### src/rtl/matmul_tile_bank_ctrl.sv
// Memory and sequencing controller for a TILES x TILES grid of systolic matmul
// building blocks: host load path into the A/B banks, run start/stop, and a
// back-pressured drain of the C row banks through a small output FIFO.
module matmul_tile_bank_ctrl #(
  parameter int DWIDTH     = 16,
  parameter int BB         = 4,
  parameter int AWIDTH     = 7,
  parameter int TILES      = 2,
  parameter int BANK_W     = 1,
  parameter int FIFO_DEPTH = 4
) (
  input  logic                          clk,
  input  logic                          reset_n,
  input  logic                          host_wr_valid,
  output logic                          host_wr_ready,
  input  logic                          host_wr_sel,
  input  logic [BANK_W-1:0]             host_wr_bank,
  input  logic [AWIDTH-1:0]             host_wr_addr,
  input  logic [BB*DWIDTH-1:0]          host_wr_data,
  input  logic                          start,
  input  logic [AWIDTH-1:0]             num_rows,
  output logic                          busy,
  output logic                          done,
  output logic                          mm_start,
  input  logic                          mm_done,
  input  logic [TILES*AWIDTH-1:0]       mm_a_addr,
  input  logic [TILES*AWIDTH-1:0]       mm_b_addr,
  output logic [TILES*AWIDTH-1:0]       a_ram_addr,
  output logic [TILES-1:0]              a_ram_we,
  output logic [TILES*AWIDTH-1:0]       b_ram_addr,
  output logic [TILES-1:0]              b_ram_we,
  output logic [BB*DWIDTH-1:0]          ram_wdata,
  output logic [AWIDTH-1:0]             c_ram_addr,
  input  logic [TILES*BB*DWIDTH-1:0]    c_ram_q,
  output logic                          rd_valid,
  input  logic                          rd_ready,
  output logic [BB*DWIDTH-1:0]          rd_data,
  output logic                          rd_last
);

  localparam int WW = BB * DWIDTH;
  localparam int PW = $clog2(FIFO_DEPTH);
  localparam int OW = PW + 2;

  typedef enum logic [1:0] {IDLE, RUN, DRAIN, FIN} state_t;

  state_t              state, next_state;
  logic                alive;
  logic [AWIDTH-1:0]   nrows_q;
  logic [AWIDTH-1:0]   c_addr;
  logic [AWIDTH-1:0]   rd_cnt;
  logic                wr_accept;
  logic                issue, issue_d1, or_vld, push, pop;
  logic [WW-1:0]       bank_or, or_q;
  logic [WW-1:0]       fifo_mem [FIFO_DEPTH];
  logic [PW-1:0]       wr_idx, rd_idx;
  logic [PW:0]         fifo_cnt;
  logic [OW-1:0]       occ_total;

  assign wr_accept  = host_wr_valid && host_wr_ready;
  assign c_ram_addr = c_addr;
  assign push       = or_vld;
  assign pop        = rd_valid && rd_ready;
  assign rd_valid   = (fifo_cnt != '0);
  assign rd_data    = rd_valid ? fifo_mem[rd_idx] : '0;
  assign rd_last    = rd_valid && (rd_cnt == nrows_q - AWIDTH'(1));

  // Reads in the RAM and OR stages count against FIFO space so a push never overflows.
  assign occ_total  = OW'(fifo_cnt) + OW'(issue_d1) + OW'(or_vld);
  assign issue      = (state == DRAIN) && (c_addr < nrows_q) && (occ_total < OW'(FIFO_DEPTH));

  // State register.
  always_ff @(posedge clk or negedge reset_n) begin
    if (!reset_n) state <= IDLE;
    else          state <= next_state;
  end

  // Next-state and control outputs; start takes priority over a host write in IDLE.
  always_comb begin
    next_state    = state;
    busy          = (state != IDLE);
    done          = (state == FIN);
    mm_start      = (state == RUN);
    host_wr_ready = 1'b0;
    case (state)
      IDLE: begin
        host_wr_ready = alive && !start;
        if (start) next_state = RUN;
      end
      RUN: begin
        if (mm_done) next_state = (nrows_q == '0) ? FIN : DRAIN;
      end
      DRAIN: begin
        if (pop && rd_last) next_state = FIN;
      end
      FIN: next_state = IDLE;
      default: next_state = IDLE;
    endcase
  end

  // Registered A/B bank addresses, write enables and write data.
  always_ff @(posedge clk or negedge reset_n) begin
    if (!reset_n) begin
      a_ram_addr <= '0;
      b_ram_addr <= '0;
      a_ram_we   <= '0;
      b_ram_we   <= '0;
      ram_wdata  <= '0;
    end else begin
      a_ram_we <= '0;
      b_ram_we <= '0;
      if (state == RUN) begin
        a_ram_addr <= mm_a_addr;
        b_ram_addr <= mm_b_addr;
      end
      if (wr_accept) begin
        ram_wdata <= host_wr_data;
        for (int i = 0; i < TILES; i++) begin
          if (32'(host_wr_bank) == i) begin
            if (!host_wr_sel) begin
              a_ram_we[i]                   <= 1'b1;
              a_ram_addr[i*AWIDTH +: AWIDTH] <= host_wr_addr;
            end else begin
              b_ram_we[i]                   <= 1'b1;
              b_ram_addr[i*AWIDTH +: AWIDTH] <= host_wr_addr;
            end
          end
        end
      end
    end
  end

  // Run bookkeeping: row count, C address (run counter, then drain pointer), beat counter.
  always_ff @(posedge clk or negedge reset_n) begin
    if (!reset_n) begin
      alive   <= 1'b0;
      nrows_q <= '0;
      c_addr  <= '0;
      rd_cnt  <= '0;
    end else begin
      alive <= 1'b1;
      case (state)
        IDLE: begin
          if (start) begin
            nrows_q <= num_rows;
            c_addr  <= '0;
            rd_cnt  <= '0;
          end
        end
        RUN: begin
          if (mm_done) c_addr <= '0;
          else         c_addr <= c_addr + AWIDTH'(1);
        end
        DRAIN: begin
          if (issue) c_addr <= c_addr + AWIDTH'(1);
          if (pop)   rd_cnt <= rd_cnt + AWIDTH'(1);
        end
        default: ;
      endcase
    end
  end

  // Merge the C bank words read in the previous cycle.
  always_comb begin
    bank_or = '0;
    for (int i = 0; i < TILES; i++) bank_or = bank_or | c_ram_q[i*WW +: WW];
  end

  // Read pipeline: issue -> RAM data -> OR register -> FIFO push.
  always_ff @(posedge clk or negedge reset_n) begin
    if (!reset_n) begin
      issue_d1 <= 1'b0;
      or_vld   <= 1'b0;
      or_q     <= '0;
    end else begin
      issue_d1 <= issue;
      or_vld   <= issue_d1;
      if (issue_d1) or_q <= bank_or;
    end
  end

  // FIFO pointers and occupancy.
  always_ff @(posedge clk or negedge reset_n) begin
    if (!reset_n) begin
      wr_idx   <= '0;
      rd_idx   <= '0;
      fifo_cnt <= '0;
    end else begin
      if (push) wr_idx <= wr_idx + PW'(1);
      if (pop)  rd_idx <= rd_idx + PW'(1);
      fifo_cnt <= fifo_cnt + (PW+1)'(push) - (PW+1)'(pop);
    end
  end

  // FIFO storage; contents are only visible through rd_data while rd_valid is high.
  always_ff @(posedge clk) begin
    if (push) fifo_mem[wr_idx] <= or_q;
  end

endmodule

### config.mk
export PLATFORM = sky130hd
export DESIGN_NAME = matmul_tile_bank_ctrl
export DESIGN_NICKNAME = d
export VERILOG_FILES = /design/src/rtl/matmul_tile_bank_ctrl.sv
export SDC_FILE = /design/constraint.sdc
export NUM_CORES = 1
export LEC_CHECK = 0
export CAP_MARGIN = 0
export CORE_MARGIN = 2
export CORE_UTILIZATION = 50
export CTS_BUF_LIST = sky130_fd_sc_hd__clkbuf_4 sky130_fd_sc_hd__clkbuf_8 sky130_fd_sc_hd__clkbuf_16
export CTS_CLUSTER_SIZE = 8
export DETAILED_ROUTE_END_ITERATION = 16
export PLACE_DENSITY_LB_ADDON = 0.1
export SYNTH_ARGS = -nofsm -noshare
export SYNTH_HDL_FRONTEND = slang
export SYNTH_SLANG_ARGS = --single-unit
### constraint.sdc
create_clock -name clk -period 5.3 [get_ports clk]
set_input_delay 1.06 -clock clk [delete_from_list [all_inputs] [get_ports clk]]
set_output_delay 1.06 -clock clk [all_outputs]
set_load 0.02 [all_outputs]
==> impl_metrics.env, run 1 <==
export IMPL_outcome="finished clean"
export IMPL_min_to="ram_wdata[29]$_DFFE_PN0P_"
export IMPL_portBuffers=414
export IMPL_clockBufferDepth=3
export IMPL_timing_rr_start="state[0]$_DFFE_PN0P_"
export IMPL_fin_crit_sh_pct=79.45
export IMPL_std_cell_rows=69
export IMPL_maxCapViolations=0
export IMPL_crit_path_max_incr_delay_ps=870
export IMPL_grt_max_degree=87
export IMPL_async_reset_ff_share_pct=42.98
export IMPL_io_pins=415
export IMPL_ys_warnings_count=0
export IMPL_ir_drop_uv=329.7
export IMPL_slew_headroom_pct=23.99
export IMPL_dpl_cell_area_um2=22590
export IMPL_drtPass1Iterations=5
export IMPL_drive_above_1_share_pct=11.95
export IMPL_setup_viol=0
export IMPL_grt_pass1_wl_um=69480
export IMPL_route_detailed_drc=0
export IMPL_die_y_um=193.7
export IMPL_cp_depth=4
export IMPL_fp_dieW_um=193.7
export IMPL_min_path_type="reg2reg"
export IMPL_worst_endpoint_required_ps=4240
export IMPL_wl_um=44640
export IMPL_syn_to_final_growth_pct=36.92
export IMPL_antenna_found_initial=0
export IMPL_ant_nets=0
export IMPL_end_kind="primary output"
export IMPL_design_area_um2=24630
export IMPL_core_area_um2=35480
export IMPL_crit_buf_inv=2
export IMPL_vias=11660
export IMPL_drv_slew=0
export IMPL_num_antenna_cells=0
export IMPL_cp_start_kind="flip-flop"
export IMPL_hold_depth=2
export IMPL_layout_nets=1990
export IMPL_post_cts_resized=0
export IMPL_clkTransAtPathRegs_ps=50
export IMPL_cts_htree_levels=3
export IMPL_rrSetupSlack_ps=2260
export IMPL_power_density_nw_per_um2=522.5
export IMPL_met3_usage_pct=7.532
export IMPL_period_needed_ps=4211
export IMPL_grt_pass1_vias=12200
export IMPL_syn_inst=1293
export IMPL_slowest_stage="dfrtp_4"
export IMPL_start_util_pct=50.69
export IMPL_grt_overflow=0
export IMPL_critical_path_top_delay_family="buffers and inverters"
export IMPL_power_leakage_nw=10.07
export IMPL_hold_buffers=0
export IMPL_finalClockSkew_ps=17.29
export IMPL_synth_top_area_cell="edfxtp_1"
export IMPL_worstMarginPinSlew_ps=1136
export IMPL_grt_usage_pct=24.06
export IMPL_synth_distinct_cells=51
export IMPL_vias_per_cell=5.237
export IMPL_crit_chain="buf_12 > mux4_2 > and2_1 > clkdlybuf4s50_1"
export IMPL_r2r_end="b_ram_addr[11]$_DFF_PN0_"
export IMPL_cts_sinks=449
export IMPL_dieArea_um2=37510
export IMPL_finalPower_w=0.01287
export IMPL_wl_per_cell_um=20.06
export IMPL_synth_edf_count=256
export IMPL_synth_area_um2=17990
export IMPL_cts_setup_buffers=0
export IMPL_ys_flop_type="edfxtp_1"
export IMPL_use_met2_pct=40.73
export IMPL_cts_buffers=66
export IMPL_critical_path_class="reg2out"
export IMPL_avgSynthCellArea_um2=13.91
export IMPL_rsz0062_at_grt="no"
export IMPL_fmax_ghz=0.2375
export IMPL_dr_first_iter_drc_count=705
export IMPL_cts_root_buf="clkbuf_16"
export IMPL_critPathLaunch="rd_idx[0]$_DFFE_PN0P_"
export IMPL_syn_nets=1558
export IMPL_arrival_ps=3150
export IMPL_busiest_layer="met2"
export IMPL_globalplace_congestion=0.8456
export IMPL_min_from="ram_wdata[29]$_DFFE_PN0P_"
export IMPL_synth_seq_cells=449
export IMPL_hold_violations=0
export IMPL_fin_setup_tns_ps=0
export IMPL_r2r_cells=8
export IMPL_yosysTopAreaCellShare_pct=42.74
export IMPL_cp_max_fo=35
export IMPL_ys_top_cells_by_area="edfxtp_1, dfrtp_1, mux4_2"
export IMPL_insertion_delay_ps=560
export IMPL_synth_seq_area_share_pct=69.59
export IMPL_cts_tree="built"
export IMPL_hpwl_um=28630
export IMPL_use_met1_pct=30.31
[worst register-to-register path: stages, from the launching register on]
cell,delay [ps]
dfrtp_1,410
inv_1,140
ha_1,320
and2b_1,320
and3_2,230
buf_4,570
nand3_1,580
nor2_1,240
a21oi_1,60
[Yosys cell counts (2+ instances only)]
cell type and instances:
mux4_2 64, edfxtp_1 256, buf_2 11, nand2_1 231, nor3b_1 2, a211oi_1 4, a22o_1 4, clkbuf_1 30
and3_1 3, mux2_2 8, and2_1 70, xor2_1 8, buf_1 16, nand3_1 8, nor2_1 156, or2_2 2
o21ai_1 24, nor3_1 5, nor2b_1 2, dfrtp_1 193, xnor2_1 9, a21oi_1 81, ha_1 22, mux2i_1 30
inv_1 19, inv_2 2, a21o_1 5, o21ai_0 5
[routing by layer]
metal / up-vias / wire length [µm] / part of all wire (%)
met5: - / 0 / 0
met4: 0 / 838 / 1.9
li1: 5436 / - / -
met1: 5771 / 17760 / 40
met2: 386 / 22460 / 50
met3: 65 / 3588 / 8.0
[cells in the final DEF, fill, tap and decap left out, types with 9 or more instances in the layout]
| cell type | count |
|---|---|
| a21oi_1 | 81 |
| ha_1 | 21 |
| inv_1 | 19 |
| mux4_2 | 64 |
| o21ai_1 | 24 |
| clkbuf_16 | 68 |
| nand2_1 | 230 |
| xnor2_1 | 9 |
| and2_1 | 66 |
| nor2_1 | 156 |
| mux2i_1 | 30 |
| dfrtp_1 | 190 |
| clkbuf_4 | 35 |
| edfxtp_1 | 256 |
| clkdlybuf4s50_1 | 413 |
[kinds of logic after synthesis]
logic type | share of synthesized area (%)
other cells | 0.02085
simple gates | 11.52
flops | 69.59
mux | 10.18
compound gates | 4.452
xor+xnor | 0.8278
fa+ha+maj | 1.642
buf+inv | 1.767
[power breakdown]
part,leakage (nW),internal (W),switching (W)
clock,1.03,0.00254,0.00143
combinational,3.96,0.00185,0.00186
sequential,5.08,0.00452,0.000670
total,10.1,0.00891,0.00396
[layout make-up]
| class | instances | area, µm² |
|---|---|---|
| clock buffer | 103 | 1964 |
| sequential | 449 | 12530 |
| timing repair buffer | 422 | 4233 |
| clock inverter | 5 | 77.57 |
| inverter | 21 | 78.83 |
| multi-input combinational | 765 | 5170 |
| fill | 2480 | 10850 |
| tap | 461 | 576.8 |
[how the worst max path moves through the flow]
stage | endpoint | slack, ps
2_1_floorplan | rd_last | 2250
3_3_place_gp | host_wr_ready | 1540
3_5_place_dp | host_wr_ready | 1500
4_1_cts | rd_data[61] | 980
5_1_grt | rd_data[61] | 920
6_report | rd_data[61] | 1090
[registers in the layout (all words and copies together) (netlist names), 2 cells and up]
register,flops
b_ram_we,2
rd_idx,2
wr_idx,2
b_ram_addr,14
rd_cnt,7
nrows_q,7
or_q,64
state,2
fifo_mem,256
a_ram_addr,14
ram_wdata,64
fifo_cnt,3
a_ram_we,2
c_ram_addr,7
[stage by stage]
stage | utilization [%] | hold slack (ps) | std cells | setup WS, ps
4_1_cts | 69.41 | 474.5 | 2226 | 983.9
3_3_place_gp | 63.66 | 457.8 | 2118 | 1544
5_1_grt | 69.41 | 498.8 | 2226 | 917.6
3_5_place_dp | 63.66 | 462.5 | 2118 | 1501
6_report | 69.41 | 468.6 | 2226 | 1089
2_1_floorplan | - | 410.5 | 1293 | 2247
Power figures use the tool's default switching activity.
==> inputs of run 2 (changes only) <==
Clock period 5.3 ns to 4.4 ns, I/O delays scaled along.
==> run 2 against run 1 <==
Die area did not move; critical endpoint is now rd_data[60]; clock power rose by 22%; global-route usage rose by 0.36 points; largest power group unchanged.
==> impl_metrics.env, run 2 (synthesized netlist as in run 1, its figures left out) <==
export IMPL_slowest_stage="dfrtp_4"
export IMPL_cts_setup_buffers=0
export IMPL_critical_path_top_delay_family="flip-flops"
export IMPL_fin_cells=2234
export IMPL_route_detailed_drc=0
export IMPL_vias_per_cell=5.250
export IMPL_grt_pass1_wl_um=70520
export IMPL_portBuffers=414
export IMPL_slew_headroom_pct=31.18
export IMPL_fp_dieW_um=193.7
export IMPL_vias=11730
export IMPL_grt_usage_pct=24.42
export IMPL_clkTransAtPathRegs_ps=50
export IMPL_dr_first_iter_drc_count=603
export IMPL_cts_tree="built"
export IMPL_post_cts_resized=0
export IMPL_cp_max_fo=34
export IMPL_std_cell_rows=69
export IMPL_die_y_um=193.7
export IMPL_drtPass1Iterations=4
export IMPL_place_inst=2123
export IMPL_dieArea_um2=37510
export IMPL_hpwl_um=29580
export IMPL_post_route_util_pct=69.63
export IMPL_whs_ps=375.0
export IMPL_worst_endpoint_required_ps=3520
export IMPL_rsz0062_at_grt="no"
export IMPL_cts_buffers=66
export IMPL_finalClockSkew_ps=14.74
export IMPL_power_density_nw_per_um2=631.2
export IMPL_power_leakage_nw=10.11
export IMPL_insertion_delay_ps=550
export IMPL_ant_nets=0
export IMPL_wl_um=45340
export IMPL_critical_path_class="reg2out"
export IMPL_largest_reg_flops=256
export IMPL_io_pins=415
export IMPL_grt_overflow=0
export IMPL_start_util_pct=50.69
export IMPL_min_path_type="in2async"
export IMPL_syn_to_final_growth_pct=37.35
export IMPL_setup_viol=0
export IMPL_drive_above_1_share_pct=12.25
export IMPL_crit_buf_inv=2
export IMPL_period_needed_ps=3941
export IMPL_wl_per_cell_um=20.30
export IMPL_largestRegisters="fifo_mem x256, or_q x64, ram_wdata x64"
export IMPL_core_area_um2=35480
export IMPL_final_common_cell="clkdlybuf4s50_1"
export IMPL_cts_htree_levels=3
export IMPL_layout_common_cells="clkdlybuf4s50_1, edfxtp_1, nand2_1, dfrtp_1, nor2_1"
export IMPL_crit_path_max_incr_delay_ps=880
export IMPL_outcome="finished clean"
export IMPL_maxCapViolations=0
export IMPL_layout_nets=1995
export IMPL_clockBufferDepth=3
export IMPL_crit_chain="buf_12 > mux4_2 > and2_1 > clkdlybuf4s50_1"
export IMPL_cp_start_kind="flip-flop"
export IMPL_top_register="fifo_mem"
export IMPL_antenna_found_initial=2
export IMPL_grt_max_degree=97
export IMPL_cts_root_buf="clkbuf_16"
export IMPL_fin_crit_sh_pct=89.57
export IMPL_globalplace_congestion=0.8311
export IMPL_hold_buffers=0
export IMPL_end_kind="primary output"
export IMPL_grt_pass1_vias=12420
export IMPL_ir_drop_uv=444.4
export IMPL_arrival_ps=3060
export IMPL_fmax_ghz=0.2537
export IMPL_hold_violations=0
export IMPL_fin_setup_tns_ps=0
export IMPL_cts_sinks=449
export IMPL_worstMarginPinSlew_ps=1032
export IMPL_drv_slew=0
==> run 2: cell types whose count changed in the layout (fill, tap and decap cells not counted), moves of 2 or more <==
cell,change
clkbuf_16,+3
clkinv_8,-3
diode_2,+2
buf_4,+4
==> run 2: metrics by stage <==
| step | instance area (µm²) | worst slack, ps | power, W |
|---|---|---|---|
| detailed placement | 22640 | 939.6 | 0.01084 |
| finish | 24710 | 458.7 | 0.01559 |
| global placement | 22640 | 994.3 | 0.01073 |
| floorplan | 17990 | 1527 | 0.008780 |
| global route | 24710 | 297.2 | 0.01636 |
| CTS | 24700 | 376.0 | 0.01576 |
==> run 2: final timing paths <==
path,startpoint,endpoint,slack (ps),cells past startpoint
max,rd_idx[0]$_DFFE_PN0P_,rd_data[60],460,4
min,reset_n,or_q[41]$_DFFE_PN0P_,380,1
max reg2reg,state[0]$_DFFE_PN0P_,b_ram_addr[5]$_DFF_PN0_,1750,8
min reg2reg,ram_wdata[23]$_DFFE_PN0P_,ram_wdata[23]$_DFFE_PN0P_,470,2
max in group asynchronous,reset_n,ram_wdata[7]$_DFFE_PN0P_,3060,2
min in group clk,ram_wdata[23]$_DFFE_PN0P_,ram_wdata[23]$_DFFE_PN0P_,470,2
==> run 2: report_power, final <==
part,internal [W],switching (W),total [W],leakage (nW)
Combinational,0.00225,0.00232,0.00457,3.99
Clock,0.00316,0.00170,0.00486,1.05
Sequential,0.00544,0.000724,0.00617,5.08
Total,0.0108,0.00474,0.0156,10.1
==> run 2: worst reg2reg max path, cell delays in order, from the launching register on <==
cell and delay [ps]:
dfrtp_1 420, inv_1 140, ha_1 340, and2b_1 320
and2_1 200, nand2_2 90, nor3b_2 760, nand2_1 160
o21ai_1 130
==> run 2: final cells by class <==
type | count | area (µm²)
diodes | 2 | 5.005
inverters | 21 | 78.83
fillers | 2502 | 10780
well taps | 461 | 576.8
repair buffers | 427 | 4283
flip-flops and latches | 449 | 12530
multi-input cells | 765 | 5170
clock buffers | 107 | 2047
clock inverters | 2 | 17.52
==> run 2: routing by layer <==
metal / share of wire (%) / vias to the layer above / GRT usage [%]
li1: - / 5454 / -
met3: 7.7 / 81 / 7.462
met2: 50 / 408 / 40.57
met1: 39 / 5786 / 29.92
met5: 0 / - / 0
met4: 3.2 / 0 / 10.07
